File: config.mk
export PLATFORM = sky130hd
export DESIGN_NAME = input_event_queue_flat
export DESIGN_NICKNAME = d
export VERILOG_FILES = /design/src/rtl/input_event_queue_if.sv /design/src/rtl/input_event_queue.sv /design/src/flat_wrapper.sv
export SDC_FILE = /design/constraint.sdc
export NUM_CORES = 1
export LEC_CHECK = 0
export CAP_MARGIN = 30
export CORE_ASPECT_RATIO = 0.6
export CORE_MARGIN = 2
export CORE_UTILIZATION = 65
export CTS_CLUSTER_DIAMETER = 40
export DETAILED_ROUTE_END_ITERATION = 8
export GPL_TIMING_DRIVEN = 0
export PLACE_DENSITY = 0.93
export SYNTH_ARGS = -nofsm -noshare
export SYNTH_HDL_FRONTEND = slang
export SYNTH_SLANG_ARGS = --single-unit
export TNS_END_PERCENT = 50
File: constraint.sdc
create_clock -name clk -period 6.2 [get_ports clk]
set_clock_uncertainty 0.15 [all_clocks]
set_input_delay 0.93 -clock clk [delete_from_list [all_inputs] [get_ports clk]]
set_output_delay 0.93 -clock clk [all_outputs]
set_load 0.03 [all_outputs]
File: src/rtl/input_event_queue_if.sv
// -----------------------------------------------------------------------------
// input_event_queue_if
//
// Purpose: bundles the CPU-facing and keyboard-facing signals of the input
// event queue. The master side (CPU / keyboard decoder) drives the strobes, and
// the slave side (the queue) returns the status word and the flags.
//
// Signals:
//   kb_valid  master->slave  one-cycle strobe, kb_code is valid
//   kb_code   master->slave  8-bit keyboard scan code
//   rd_en     master->slave  pop strobe (I/O-address read this cycle)
//   clr_ovf   master->slave  clears the sticky overflow flag
//   rd_data   slave->master  status word and head event (WIDTH bits)
//   empty     slave->master  queue holds no entries
//   full      slave->master  queue holds DEPTH entries
//   overflow  slave->master  sticky, a keyboard code was dropped
// -----------------------------------------------------------------------------
interface input_event_queue_if #(
    parameter int WIDTH = 16
);
    logic             kb_valid;
    logic [7:0]       kb_code;
    logic             rd_en;
    logic             clr_ovf;
    logic [WIDTH-1:0] rd_data;
    logic             empty;
    logic             full;
    logic             overflow;

    modport master (
        output kb_valid, kb_code, rd_en, clr_ovf,
        input  rd_data, empty, full, overflow
    );

    modport slave (
        input  kb_valid, kb_code, rd_en, clr_ovf,
        output rd_data, empty, full, overflow
    );
endinterface

File: src/rtl/input_event_queue.sv
// -----------------------------------------------------------------------------
// input_event_queue
//
// Purpose: debounces the three active-low push buttons, turns each press into
// a one-shot scan code (left / right / shoot) and merges these codes with
// keyboard scan-code strobes into a first-word-fall-through FIFO that the CPU
// reads and pops one event at a time.
//
// Ports:
//   clk           system clock, all state on the rising edge
//   reset         synchronous, active-low reset
//   left_button   raw asynchronous button, active-low
//   right_button  raw asynchronous button, active-low
//   shoot_button  raw asynchronous button, active-low
//   bus           input_event_queue_if.slave: kb_valid, kb_code, rd_en,
//                 clr_ovf in; rd_data, empty, full, overflow out
//
// rd_data layout: [15] ~empty, [14:12] held {shoot,right,left},
//                 [11:8] zero, [7:0] head entry (zero when empty).
// -----------------------------------------------------------------------------
module input_event_queue #(
    parameter int WIDTH      = 16,
    parameter int DEPTH      = 8,
    parameter int DB_CYCLES  = 500000,
    parameter int LEFT_CODE  = 28,
    parameter int RIGHT_CODE = 35,
    parameter int SHOOT_CODE = 41
) (
    input  logic                 clk,
    input  logic                 reset,
    input  logic                 left_button,
    input  logic                 right_button,
    input  logic                 shoot_button,
    input_event_queue_if.slave   bus
);

    localparam int AW = (DEPTH > 1) ? $clog2(DEPTH) : 1;
    localparam int CW = $clog2(DB_CYCLES + 1);

    localparam logic [CW-1:0] CNT_LAST = CW'(DB_CYCLES - 1);
    localparam logic [AW:0]   FULL_CNT = (AW + 1)'(DEPTH);
    localparam logic [7:0]    LEFT_C   = 8'(LEFT_CODE);
    localparam logic [7:0]    RIGHT_C  = 8'(RIGHT_CODE);
    localparam logic [7:0]    SHOOT_C  = 8'(SHOOT_CODE);

    // Button vectors are indexed 0 = left, 1 = right, 2 = shoot.
    logic [2:0]    raw;
    logic [2:0]    s1;
    logic [2:0]    s2;
    logic [2:0]    db;
    logic [2:0]    db_d;
    logic [2:0]    pend;
    logic [2:0]    press;
    logic [2:0]    held;
    logic [CW-1:0] cnt [3];

    logic [7:0]    mem [DEPTH];
    logic [AW-1:0] wr_ptr;
    logic [AW-1:0] rd_ptr;
    logic [AW:0]   count;
    logic          ovf;

    logic          empty_i;
    logic          full_i;
    logic          pop;
    logic          space;
    logic          kb_wr;
    logic          drop;
    logic          btn_ok;
    logic [2:0]    btn_wr;
    logic          push;
    logic [7:0]    wr_code;
    logic [7:0]    head;
    logic [15:0]   status;

    assign raw   = {shoot_button, right_button, left_button};
    assign press = db_d & ~db;   // debounced level just fell: a new press
    assign held  = ~db;

    // -------------------------------------------------------------------------
    // Synchronizers, debouncers and pending flags
    // -------------------------------------------------------------------------
    always_ff @(posedge clk) begin
        if (!reset) begin
            s1   <= '1;
            s2   <= '1;
            db   <= '1;
            db_d <= '1;
            pend <= '0;
            for (int i = 0; i < 3; i++) begin
                cnt[i] <= '0;
            end
        end else begin
            s1   <= raw;
            s2   <= s1;
            db_d <= db;
            // A press that arrives on the same edge a write retires the old
            // flag keeps the flag set.
            pend <= (pend & ~btn_wr) | press;
            for (int i = 0; i < 3; i++) begin
                if (s2[i] == db[i]) begin
                    cnt[i] <= '0;
                end else if (cnt[i] == CNT_LAST) begin
                    db[i]  <= s2[i];
                    cnt[i] <= '0;
                end else begin
                    cnt[i] <= cnt[i] + CW'(1);
                end
            end
        end
    end

    // -------------------------------------------------------------------------
    // Write arbitration: keyboard first, then left > right > shoot
    // -------------------------------------------------------------------------
    assign empty_i = (count == '0);
    assign full_i  = (count == FULL_CNT);
    assign pop     = bus.rd_en & ~empty_i;
    // A pop on the same edge frees the slot the push needs.
    assign space   = ~full_i | pop;
    assign kb_wr   = bus.kb_valid & space;
    assign drop    = bus.kb_valid & ~space;
    assign btn_ok  = ~bus.kb_valid & space;

    always_comb begin
        btn_wr  = '0;
        wr_code = bus.kb_code;
        if (!kb_wr && btn_ok) begin
            if (pend[0]) begin
                btn_wr  = 3'b001;
                wr_code = LEFT_C;
            end else if (pend[1]) begin
                btn_wr  = 3'b010;
                wr_code = RIGHT_C;
            end else if (pend[2]) begin
                btn_wr  = 3'b100;
                wr_code = SHOOT_C;
            end
        end
    end

    assign push = kb_wr | (|btn_wr);

    // -------------------------------------------------------------------------
    // FIFO storage (data only, no reset needed: reads are gated by empty)
    // -------------------------------------------------------------------------
    always_ff @(posedge clk) begin
        if (push) begin
            mem[wr_ptr] <= wr_code;
        end
    end

    // -------------------------------------------------------------------------
    // FIFO pointers, occupancy and sticky overflow
    // -------------------------------------------------------------------------
    always_ff @(posedge clk) begin
        if (!reset) begin
            wr_ptr <= '0;
            rd_ptr <= '0;
            count  <= '0;
            ovf    <= 1'b0;
        end else begin
            if (push) begin
                wr_ptr <= wr_ptr + AW'(1);
            end
            if (pop) begin
                rd_ptr <= rd_ptr + AW'(1);
            end
            case ({push, pop})
                2'b10:   count <= count + (AW + 1)'(1);
                2'b01:   count <= count - (AW + 1)'(1);
                default: count <= count;
            endcase
            // A drop on the same edge as a clear leaves the flag set.
            if (drop) begin
                ovf <= 1'b1;
            end else if (bus.clr_ovf) begin
                ovf <= 1'b0;
            end
        end
    end

    // -------------------------------------------------------------------------
    // Status word (FWFT head, combinational from state only)
    // -------------------------------------------------------------------------
    assign head   = empty_i ? 8'h00 : mem[rd_ptr];
    assign status = {~empty_i, held, 4'b0000, head};

    assign bus.rd_data  = WIDTH'(status);
    assign bus.empty    = empty_i;
    assign bus.full     = full_i;
    assign bus.overflow = ovf;

endmodule

File: src/flat_wrapper.sv
// flat-port wrapper written by rule: the top's interface ports become plain ports
module input_event_queue_flat 
#(
    parameter int WIDTH      = 16,
    parameter int DEPTH      = 8,
    parameter int DB_CYCLES  = 500000,
    parameter int LEFT_CODE  = 28,
    parameter int RIGHT_CODE = 35,
    parameter int SHOOT_CODE = 41
)
  (clk, reset, left_button, right_button, shoot_button, bus_kb_valid, bus_kb_code, bus_rd_en, bus_clr_ovf, bus_rd_data, bus_empty, bus_full, bus_overflow);
  input_event_queue_if #(.WIDTH(WIDTH)) bus_i ();
  input  logic clk;
  input  logic reset;
  input  logic left_button;
  input  logic right_button;
  input  logic shoot_button;
  input wire logic [$bits(bus_i.kb_valid)-1:0] bus_kb_valid;
  input wire logic [$bits(bus_i.kb_code)-1:0] bus_kb_code;
  input wire logic [$bits(bus_i.rd_en)-1:0] bus_rd_en;
  input wire logic [$bits(bus_i.clr_ovf)-1:0] bus_clr_ovf;
  output wire logic [$bits(bus_i.rd_data)-1:0] bus_rd_data;
  output wire logic [$bits(bus_i.empty)-1:0] bus_empty;
  output wire logic [$bits(bus_i.full)-1:0] bus_full;
  output wire logic [$bits(bus_i.overflow)-1:0] bus_overflow;
  assign bus_i.kb_valid = bus_kb_valid;
  assign bus_i.kb_code = bus_kb_code;
  assign bus_i.rd_en = bus_rd_en;
  assign bus_i.clr_ovf = bus_clr_ovf;
  assign bus_rd_data = bus_i.rd_data;
  assign bus_empty = bus_i.empty;
  assign bus_full = bus_i.full;
  assign bus_overflow = bus_i.overflow;
  input_event_queue #(.WIDTH(WIDTH), .DEPTH(DEPTH), .DB_CYCLES(DB_CYCLES), .LEFT_CODE(LEFT_CODE), .RIGHT_CODE(RIGHT_CODE), .SHOOT_CODE(SHOOT_CODE)) u_core (.clk(clk), .reset(reset), .left_button(left_button), .right_button(right_button), .shoot_button(shoot_button), .bus(bus_i));
endmodule
==> summary.md <==
| Metric | Value |
|---|---|
| RSZ-0062 raised after global routing | `false` |
| Clock Latency Late Sink | `420 ps` |
| Fmax | `0.244 GHz` |
| Max rail drop VDD | `315 uV` |
| Initial drt markers | `642` |
| WS Path Type | `flip-flop to output port` |
| Most used flip-flop cell after synthesis | `edfxtp_1` |
| Grt met2 use | `45.3%` |
| Routability cong. | `0.831` |
| Vias in the first global route | `4892` |
| Post-synthesis area per instance | `12.7 um^2` |
| Final setup fails | `0` |
| CP startpoint kind | `flip-flop` |
| Clock Tree Root | `clkbuf_16` |
| Area of the multi-input gates | `2770 um^2` |
| Worst EP required | `5120 ps` |
| Yosys warnings | `0` |
| Cts repair resizes | `0` |
| Post-synth ARST share | `0%` |
| First-pass GRT wire length | `24.6 mm` |
| CTS tree | `yes` |
| Tmin final | `4090 ps` |
| Die X | `137 um` |
| Clk buf depth | `2` |
| Proportion of layout cells with a drive suffix above 1 | `11.9%` |
| Status | `finished, final reports clean` |
| Clock sink count | `150` |
| Cts bufs inserted | `17` |
| Synthesized flop and latch total | `150` |
| Setup TNS | `0 ps` |
| EDFF count, synth | `121` |
| Total track usage | `28.5%` |
| Worst setup EP type | `output port` |
| IO buf count | `30` |
| Crit path DAT | `3010 ps` |
| Power consumption | `0.00281 W` |
| Wire per inst | `18.8 um` |
| Final period utilization | `66.0%` |
| HP Class | `flip-flop to flip-flop` |
| LEAKAGE | `2.91 nW` |
| DP HPWL | `10.0 mm` |
| Die area | `11600 um^2` |
| Crit path max fanout | `10` |
| Largest net degree at the start of global routing | `17` |
| Max-slew violations | `0` |
| Synth Cell Area | `6950 um^2` |
| Sequential share of the synthesized area | `60.6%` |
| DRC | `0` |
| GRT Max-Usage Layer | `met2` |
| # diodes | `0` |
| Core Rows | `29` |
| CTS hold repair buffers | `0` |
| Synthesized instance count | `549` |
| Initial antenna violation count | `0` |
| Pwr Density | `340 nW/um^2` |
| Rel. slew slack | `39.6%` |
| Drt first pass iters | `7` |
| FF+latch area | `4210 um^2` |
| Total grt overflow | `0` |
| Grt met3 use | `7.71%` |
| Max_cap viols | `0` |
| WL final | `15.3 mm` |
| Via count | `4964` |
| Fin. Hold Viols | `0` |
| Top cells by area, synth | `edfxtp_1 52%, dfxtp_1 8.4%, mux4_2 5.2%` |
| Initial Utilization | `66.3%` |
| Vias/cell | `6.10` |
| Chip Height | `84.1 um` |
| Antenna-violating nets left | `0` |
| Clk slew on worst S/H paths | `60 ps` |
| Core area | `10500 um^2` |
| Area Overhead vs Synth | `18.9%` |
| Area share of the largest cell type after synthesis | `52.3%` |
| Synth area leader | `edfxtp_1` |
| Yosys cell types | `56` |
| Worst Max-Slew Pin Slew | `902 ps` |
| Met1 usage | `38.6%` |
| Fill count | `574` |
| # IOs | `35` |
| Final Util | `78.8%` |
| H-tree depth | `4` |
| Postcts setup bufs | `0` |
| Nets | `686` |
layer usage:
layer | share of wire, % | up-vias
li1 | - | 2229
met1 | 41 | 2392
met5 | 0 | -
met4 | 2.6 | 0
met2 | 48 | 285
met3 | 8.1 | 58
cell type report:
type,count,area share (%)
inverter,19,0.863
multi-input combinational,416,33.5
tap,139,2.10
sequential,150,51.0
clock buffer,17,5.15
timing repair buffer,35,4.09
clock inverter,15,1.83
buffer,23,1.45
worst max-delay path, cell delays in order (launching register included):
cell             delay (ps)
dfxtp_1                 310
clkbuf_1                430
clkbuf_1                560
mux4_2                  360
mux2i_1                  80
nor2_1                  150
clkdlybuf4s50_1         690
cells in the mapped netlist (2+ instances only):
cell         n
a21oi_1     21
or3_1       13
or3_4        2
o21ai_0     19
ha_1         8
xor2_1      26
a2bb2oi_1    2
nor3b_1      3
nor4_1       7
o31ai_1      4
and3_1       6
nor4b_1      5
buf_4        4
inv_1       19
nor3_1      12
mux2i_1     11
dfxtp_1     29
or4b_4       2
nand2_1     24
and2_1       3
a22o_1       2
mux4_2      16
nand3_1     19
nand4_1     16
o311ai_0     4
xnor2_1     19
conb_1       2
clkbuf_1     8
o211ai_2     2
nor2_1      66
edfxtp_1   121
nand2b_1    12
and4_1       5
nor2b_1      2
o211ai_1     2
buf_2        9
or4_1        5
flip-flops by register name, indices dropped and copies added, names as in the netlist, named ones only:
signal and cells:
u_core.bus.overflow 1, u_core.s1 3, u_core.db 3, u_core.db_d 3, u_core.wr_ptr 3, u_core.s2 3, u_core.rd_ptr 3, u_core.count 4
u_core.cnt 57, u_core.pend 3, u_core.mem 64
placed cells by master (no fill, tap or decap), types with 17 or more instances in the layout:
| cell | netlist | final |
|---|---|---|
| a21oi_1 | 21 | 21 |
| clkbuf_16 | 0 | 17 |
| clkdlybuf4s50_1 | 0 | 30 |
| conb_1 | 2 | 61 |
| dfxtp_1 | 29 | 29 |
| edfxtp_1 | 121 | 121 |
| inv_1 | 19 | 19 |
| nand2_1 | 24 | 24 |
| nand3_1 | 19 | 19 |
| nor2_1 | 66 | 66 |
| o21ai_0 | 19 | 19 |
| xnor2_1 | 19 | 19 |
| xor2_1 | 26 | 26 |
worst paths after layout:
path	end	cells past startpoint	start	slack, ps
max	bus_rd_data[3]	6	flip-flop	2110
min	u_core.s2[0]$_SDFF_PN1_	1	u_core.s1[0]$_SDFF_PN1_	270
max reg2reg	u_core.count[2]$_SDFFE_PN0P_	9	u_core.count[0]$_SDFFE_PN0P_	3130
min reg2reg	u_core.s2[0]$_SDFF_PN1_	1	u_core.s1[0]$_SDFF_PN1_	270
where the power goes:
part | internal (W) | switching [W]
sequential | 0.00115 | 0.0000534
combinational | 0.000247 | 0.000359
clock | 0.000593 | 0.000414
total | 0.00199 | 0.000826
through the flow:
step                instance area (um^2)  setup slack (ps)  hold slack (ps)  instances
floorplan                           7170              3180              236        608
global placement                    7650              2440              244        777
detailed placement                  7690              2470              251        782
CTS                                 8270              2110              276        814
global route                        8270              2010              296        814
finish                              8270              2110              274        814
kinds of logic after synthesis:
logic type | after synthesis | share of synthesized area, %
AND/OR/NAND/NOR | 210 | 16.5
flip-flops | 150 | 60.6
AO/OA/AOI/OAI | 65 | 6.16
XOR/XNOR | 45 | 5.67
buffers and inverters | 42 | 2.75
multiplexers | 27 | 6.77
adder cells (fa/ha/maj) | 8 | 1.44
other | 2 | 0.108
(Power assumes the default switching activity.)
